$ cat src/rtl/image_ram_writer.sv
// Raster-order frame loader: turns an 8-bit valid/ready pixel stream with start-of-frame into RAM writes.
// Optional FRAME_CHECKSUM_EN keeps a 16-bit wrap-around sum of each frame's written pixels.
module image_ram_writer #(
    parameter int IMG_W  = 256,
    parameter int IMG_H  = 256,
    parameter int DATA_W = 32
) (
    input  logic              i_clk,
    input  logic              i_reset,
    input  logic              i_start,
    input  logic              i_hold,
    input  logic [7:0]        i_pix_data,
    input  logic              i_pix_valid,
    input  logic              i_pix_sof,
    output logic              o_pix_ready,
    output logic [15:0]       o_wr_address,
    output logic [DATA_W-1:0] o_wr_data,
    output logic              o_wren,
    output logic              o_busy,
    output logic              o_done,
    output logic              o_sof_err,
    output logic [15:0]       o_checksum,
    output logic [1:0]        o_dbg_state
);

    // Handshake: a pixel is taken on a rising edge where i_pix_valid and o_pix_ready are both high;
    // o_pix_ready depends only on state, i_hold and i_reset, never on i_pix_valid.

    localparam int COL_W = (IMG_W > 1) ? $clog2(IMG_W) : 1;
    localparam int ROW_W = (IMG_H > 1) ? $clog2(IMG_H) : 1;
    localparam logic [COL_W-1:0] COL_LAST = COL_W'(IMG_W - 1);
    localparam logic [ROW_W-1:0] ROW_LAST = ROW_W'(IMG_H - 1);

    typedef enum logic [1:0] {
        S_IDLE     = 2'd0,
        S_WAIT_SOF = 2'd1,
        S_LOAD     = 2'd2,
        S_DONE     = 2'd3
    } state_t;

    state_t            r_state;
    state_t            w_state_next;
    logic [COL_W-1:0]  r_col;
    logic [ROW_W-1:0]  r_row;
    logic [COL_W-1:0]  w_col_next;
    logic [ROW_W-1:0]  w_row_next;
    logic              w_accept;
    logic              w_write;
    logic              w_frame_start;
    logic              w_sof_err;
    logic [15:0]       w_row_base;
    logic [15:0]       w_wr_addr;

    logic              r_wren;
    logic [15:0]       r_wr_address;
    logic [DATA_W-1:0] r_wr_data;
    logic              r_busy;
    logic              r_done;
    logic              r_sof_err;

    // Reset gates ready so an accept coincident with reset is never acknowledged.
    assign o_pix_ready = ((r_state == S_WAIT_SOF) || (r_state == S_LOAD)) & ~i_hold & ~i_reset;
    assign w_accept    = i_pix_valid & o_pix_ready;

    assign w_row_base = 16'(r_row) * 16'(IMG_W);
    assign w_wr_addr  = w_frame_start ? 16'h0000 : (w_row_base + 16'(r_col));

    always_comb begin
        w_state_next  = r_state;
        w_col_next    = r_col;
        w_row_next    = r_row;
        w_write       = 1'b0;
        w_frame_start = 1'b0;
        w_sof_err     = 1'b0;
        case (r_state)
            S_IDLE: begin
                if (i_start) begin
                    w_state_next = S_WAIT_SOF;
                    w_col_next   = '0;
                    w_row_next   = '0;
                end
            end
            S_WAIT_SOF: begin
                if (w_accept && i_pix_sof) begin
                    w_write       = 1'b1;
                    w_frame_start = 1'b1;
                    w_col_next    = COL_W'(1);
                    w_row_next    = '0;
                    w_state_next  = S_LOAD;
                end
            end
            S_LOAD: begin
                if (w_accept) begin
                    w_write = 1'b1;
                    if (i_pix_sof) begin
                        // Resync: the marked pixel restarts the frame at address 0.
                        w_frame_start = 1'b1;
                        w_sof_err     = 1'b1;
                        w_col_next    = COL_W'(1);
                        w_row_next    = '0;
                    end else if (r_col == COL_LAST) begin
                        w_col_next = '0;
                        if (r_row == ROW_LAST) begin
                            w_row_next   = '0;
                            w_state_next = S_DONE;
                        end else begin
                            w_row_next = r_row + ROW_W'(1);
                        end
                    end else begin
                        w_col_next = r_col + COL_W'(1);
                    end
                end
            end
            S_DONE: begin
                w_state_next = S_IDLE;
            end
            default: begin
                w_state_next = S_IDLE;
            end
        endcase
    end

    always_ff @(posedge i_clk) begin
        if (i_reset) begin
            r_state <= S_IDLE;
        end else begin
            r_state <= w_state_next;
        end
    end

    always_ff @(posedge i_clk) begin
        if (i_reset) begin
            r_col        <= '0;
            r_row        <= '0;
            r_wren       <= 1'b0;
            r_wr_address <= '0;
            r_wr_data    <= '0;
            r_busy       <= 1'b0;
            r_done       <= 1'b0;
            r_sof_err    <= 1'b0;
        end else begin
            r_col     <= w_col_next;
            r_row     <= w_row_next;
            r_wren    <= w_write;
            r_sof_err <= w_sof_err;
            // busy drops on the edge that leaves DONE, the same edge that raises done.
            r_busy    <= (w_state_next != S_IDLE);
            r_done    <= (r_state == S_DONE);
            if (w_write) begin
                r_wr_address <= w_wr_addr;
                r_wr_data    <= DATA_W'(i_pix_data);
            end
        end
    end

`ifdef FRAME_CHECKSUM_EN
    logic [15:0] r_sum;

    always_ff @(posedge i_clk) begin
        if (i_reset) begin
            r_sum <= '0;
        end else if (w_frame_start) begin
            r_sum <= {8'h00, i_pix_data};
        end else if (w_write) begin
            r_sum <= r_sum + {8'h00, i_pix_data};
        end
    end

    assign o_checksum = r_sum;
`else
    assign o_checksum = 16'h0000;
`endif

    assign o_wr_address = r_wr_address;
    assign o_wr_data    = r_wr_data;
    assign o_wren       = r_wren;
    assign o_busy       = r_busy;
    assign o_done       = r_done;
    assign o_sof_err    = r_sof_err;
    assign o_dbg_state  = r_state;

endmodule

$ cat config.mk
export PLATFORM = sky130hd
export DESIGN_NAME = image_ram_writer
export DESIGN_NICKNAME = d
export VERILOG_FILES = /design/src/rtl/image_ram_writer.sv
export SDC_FILE = /design/constraint.sdc
export NUM_CORES = 1
export LEC_CHECK = 0
export CORE_UTILIZATION = 44
export DETAILED_ROUTE_END_ITERATION = 16
export GPL_ROUTABILITY_DRIVEN = 0
export PLACE_DENSITY = 0.8
export SETUP_SLACK_MARGIN = 0.5
export SLEW_MARGIN = 10
export SYNTH_ARGS = -nofsm -noshare
export SYNTH_HDL_FRONTEND = slang
export SYNTH_SLANG_ARGS = --single-unit
$ cat constraint.sdc
create_clock -name i_clk -period 2.3 [get_ports i_clk]
set_input_delay 0.23 -clock i_clk [delete_from_list [all_inputs] [get_ports i_clk]]
set_output_delay 0.23 -clock i_clk [all_outputs]
set_load 0.02 [all_outputs]
Word level (Yosys, flattened, before mapping)
Index checks and enable logic that the tools add are counted.
Cells by class
  add/subtract/negate cells: 3
  equality and inequality tests: 9
  multiplexer cells: 26
  bitwise gates (word level): 6
  reductions and logical operators: 8
Operators by type and width (number)
  $mux 8: 10
  $pmux 8 s3: 2
  $add 16x8->16: 1
  $add 8x1->8 const B: 2
  $eq 8x8->1 const B: 2
  $mux 16: 1
  $mux 2: 6
  $pmux 2 s4: 1
  $reduce_and 5->1: 1
  $eq 2x2->1 const B: 2
  $mux 1: 4
  $ne 2x2->1 const B: 2
  $pmux 1 s2: 2
  $reduce_and 4->1: 1
  $and 1x1->1: 3
  $ne 3x2->1 const B: 1
  $not 1->1: 3
  $reduce_bool 3->1: 1
  $eq 2x1->1 const B: 1
  $logic_not 2->1: 1
  $ne 2x1->1 const B: 1
  $reduce_bool 2->1: 1
  $reduce_or 2->1: 1
  $logic_and 1x1->1: 1
  $logic_or 1x1->1: 1
Storage, ports and cells
  bits in registers: 46
  input bits: 14
  output and inout port bits: 71
  logic and storage cells: 61

Depth between registers and ports, before layout
  depth after elaboration: 9
  mapped depth: 8
  mapped depth without buffers: 7

Worst setup path before layout
Ideal clock, no wire load.
  kind: flip-flop to flip-flop
  start: register r_state[1], in the netlist o_dbg_state[1]
  end: register r_row[3]
  library setup time: 0.071 ns
  arrival: 2.246 ns
  required time: 2.229 ns
  setup slack: -0.017 ns
  stages on the path, launching flop included: 8
  path buffers: 0
  clock period less this slack: 2.317 ns
  path through: dfxtp_1 > inv_1 > ha_1 > nand4bb_4 > a221oi_4 > nand3_2 > or4b_1 > a21oi_1
On the way
  longest elaborated chain between the ends: 8
  elaborated cells between the ends (all ways): 15
  classes of those cells: eq/ne (6); mux (1); bitwise (3); reduce/logical (5)
RTL lines
  start, declared: RTL line 41  | state_t r_state;
  start signal, assigned: RTL line 127  | r_state <= w_state_next;
  $eq 2x1->1 / $eq 2x2->1 (equally long branches): RTL line 62, 75
  $logic_or 1x1->1: RTL line 62  | assign o_pix_ready = ((r_state == S_WAIT_SOF) || (r_state == S_LOAD)) & ~i_hold & ~i_reset;
  $and 1x1->1 (2 in series): RTL line 62
  $and 1x1->1: RTL line 63  | assign w_accept = i_pix_valid & o_pix_ready;
  $logic_and 1x1->1: RTL line 84  | if (w_accept && i_pix_sof) begin
  $ne 2x1->1 (no source line)
  $reduce_and 5->1 (no source line)
  end signal, assigned: RTL line 143  | r_row <= w_row_next;
  end, declared: RTL line 44  | logic [ROW_W-1:0] r_row;
Parallel ways exist; a longest one is shown, timed or not.
A chain may end at the register's enable or synchronous reset.

Worst setup path after layout
  start: register r_state[0], in the netlist o_dbg_state[0]
  end: register r_row[3]
Same word-level chain as after synthesis.

==> results.json <==
{
  "fin_crit_sh": 0.8939,
  "hold_buffers": 0,
  "cp.arrival_ns": 2.30,
  "grt_max_degree": 17,
  "synth_area_leaders": "dfxtp_1 (40%), buf_4 (13%), a22o_1 (5.8%)",
  "wirelength_um": 5684,
  "p_leak_uw": 0.001244,
  "first_global_vias": 1842,
  "switching_power_uw": 457.2,
  "maxCapViolCount": 0,
  "crit_chain": "inv_4 > ha_4 > nand4bb_4 > a221oi_4 > nand3_2 > or4b_4 > a21oi_2",
  "power.share.switching": 0.2678,
  "cpPeakStageDelay_ns": 0.54,
  "report.final.hold_viol_count": 0,
  "dr.pass1.iters": 4,
  "drc": 0,
  "worst_slew_pin_slew_ns": 0.7047,
  "layout_setup_ws_ns": 0.2439,
  "hpwl_um": 3468,
  "p_seq_frac": 0.471,
  "rows": 25,
  "clk_pin_slew_worst_paths_ns": 0.09,
  "core_region_area_mm2": 0.004848,
  "yosysTopAreaCellShare": 0.4044,
  "drtIter0Drc": 124,
  "cts_root_buf": "clkbuf_8",
  "place_inst": 358,
  "fin_crit_ns": 2.056,
  "required_ns": 2.54,
  "dieArea_mm2": 0.005467,
  "die_h_um": 73.94,
  "syn_inst": 245,
  "ant_nets": 0,
  "clock_latency_ns": 0.31,
  "worstSetupPathType": "flip-flop to flip-flop",
  "drv_slew": 0,
  "yosysSeqAreaShare": 0.4044,
  "pwr-share-comb": 0.175,
  "synth_area_mm2": 0.002277,
  "timing.hold.ws_ns": 0.4643,
  "grt_pass1_wl_um": 8521,
  "gr-total-overflow": 0,
  "synthArstFlopShare": 0,
  "synthFlopType": "dfxtp_1",
  "grt_use_total": 0.2029,
  "finalSetupTns_ns": 0,
  "syn_area_per_cell_um2": 9.295,
  "max_slew_margin": 0.5297,
  "end_kind": "flip-flop",
  "cp_max_fo": 3,
  "fin_cells": 385,
  "die_w_um": 73.94,
  "hp-class": "flip-flop to flip-flop",
  "synth_top_cell_by_area": "dfxtp_1",
  "antenna_found_initial": 0,
  "start_kind": "flip-flop",
  "rsz0062_at_grt": "yes",
  "antenna_cells": 0,
  "ys_seq_elements": 46,
  "vias": 1967,
  "start_util": 0.4697,
  "p_int_uw": 1250,
  "routedWlPerCell_um": 14.76,
  "cts_buffer_depth": 2,
  "clkPwrFrac": 0.354,
  "cts_tree": "yes",
  "cts_buffers": 5,
  "timing.fmax_mhz": 486.4,
  "io_buffers": 44,
  "syn2layout_area_growth_pct": 39.12,
  "setup_violations": 0,
  "peakVddDrop_mv": 0.4349,
  "clock_sinks": 46,
  "synth_edf_count": 0,
  "outcome": "finished clean",
  "slowest_stage": "or4b_4",
  "reg2reg_slack_ns": 0.24,
  "pre_cts_slack_ns": 0.09740,
  "synth.distinct_cells": 39,
  "fin_skew_ns": 0.009455,
  "power.density_mw_per_mm2": 539.0,
  "ys_warn_count": 0,
  "fin_util": 0.6534,
  "synth_common_cells": "dfxtp_1 (46), buf_4 (40), nor2_1 (18), a22o_1 (15)",
  "cts_max_level": 2,
  "drive_gt1_frac": 0.2421,
  "synth.most_common_cell": "dfxtp_1",
  "nNetsFinal": 338,
  "io_pins": 85,
  "post_drt_via_cell_ratio": 5.109
}
-- power by group through the flow --
stage / combinational [uW] / sequential [uW] / clock [uW]
2_1_floorplan: 198 / 829 / 0
3_3_place_gp: 213 / 824 / 0
3_5_place_dp: 216 / 824 / 0
4_1_cts: 256 / 804 / 613
5_1_grt: 318 / 805 / 647
6_report: 299 / 804 / 604
-- routing by layer --
layer	track usage	vias up	share of wire
met5	0	-	0
li1	-	923	-
met4	0.09188	0	0.026
met2	0.3444	86	0.50
met3	0.04878	18	0.061
met1	0.2430	940	0.41
-- state kept, by name, indices dropped and copies added, names as in the netlist --
signal / cells
o_done: 1
o_sof_err: 1
o_wr_address: 16
r_row: 8
o_busy: 1
o_wr_data: 8
o_dbg_state: 2
r_col: 8
o_wren: 1
-- metrics by stage --
| stage | total power [uW] | area [um2] |
|---|---|---|
| finish | 1707 | 3168 |
| detailed placement | 1040 | 2724 |
| floorplan | 1027 | 2456 |
| global route | 1770 | 3168 |
| CTS | 1674 | 2989 |
| global placement | 1037 | 2724 |
-- critical path: cells and delay by family (launching register included) --
kind / cells / cell delay (ns)
buffers and inverters: 1 / 0.04
adders and majority gates: 1 / 0.29
DFF: 1 / 0.37
and+or+nand+nor: 3 / 0.83
AOI/OAI and AO/OA: 2 / 0.45
-- cell families after synthesis --
group	count (synthesis)	share of synthesized area
adders and majority gates	7	0.03846
other	1	0.001647
AOI/OAI and AO/OA	42	0.1379
buffers and inverters	53	0.1538
and+or+nand+nor	79	0.1934
muxes	9	0.03956
xor gates and xnor gates	8	0.03077
DFF	46	0.4044
-- cell usage in the layout (no fill, tap or decap), drive strengths merged, types with 8 or more instances in the layout --
master / synthesis / layout
mux2i: 9 / 9
nand2: 12 / 12
dfxtp: 46 / 46
nor3: 9 / 9
and3: 10 / 10
a21oi: 12 / 12
conb: 1 / 40
xor2: 8 / 8
nor2: 19 / 19
a22o: 15 / 15
buf: 41 / 30
clkdlybuf4s50: 0 / 43
-- path summary, 6_finish.rpt --
path | from | endpoint | depth (start not counted)
hold / removal | o_wr_address[0]$_SDFFE_PP0P_ | o_wr_address[0]$_SDFFE_PP0P_ | 2
setup reg to reg | o_dbg_state[0]$_SDFF_PP0_ | r_row[3]$_SDFFE_PP0P_ | 7
setup / recovery | o_dbg_state[0]$_SDFF_PP0_ | r_row[3]$_SDFFE_PP0P_ | 7
hold reg to reg | o_wr_address[0]$_SDFFE_PP0P_ | o_wr_address[0]$_SDFFE_PP0P_ | 2
-- final cells by class --
cell class                      instances  area (um2)
Multi-Input combinational cell        185        1306
Clock inverter                          3       43.79
Timing Repair Buffer                   74       710.7
Tap cell                               67       83.83
Fill cell                             400        1680
Clock buffer                            5       68.82
Sequential cell                        46       930.9
Inverter                                5       23.77
-- timing repair --
action / 4_1_cts / 5_1_grt
setup buffers: 11 / 7
endpoints found under the setup margin: 36 / 40
gates resized for setup: 16 / 26
pin swaps: 6 / 14
gates cloned: 1 / 0
No activity file was read; power rests on OpenSTA's default activity.
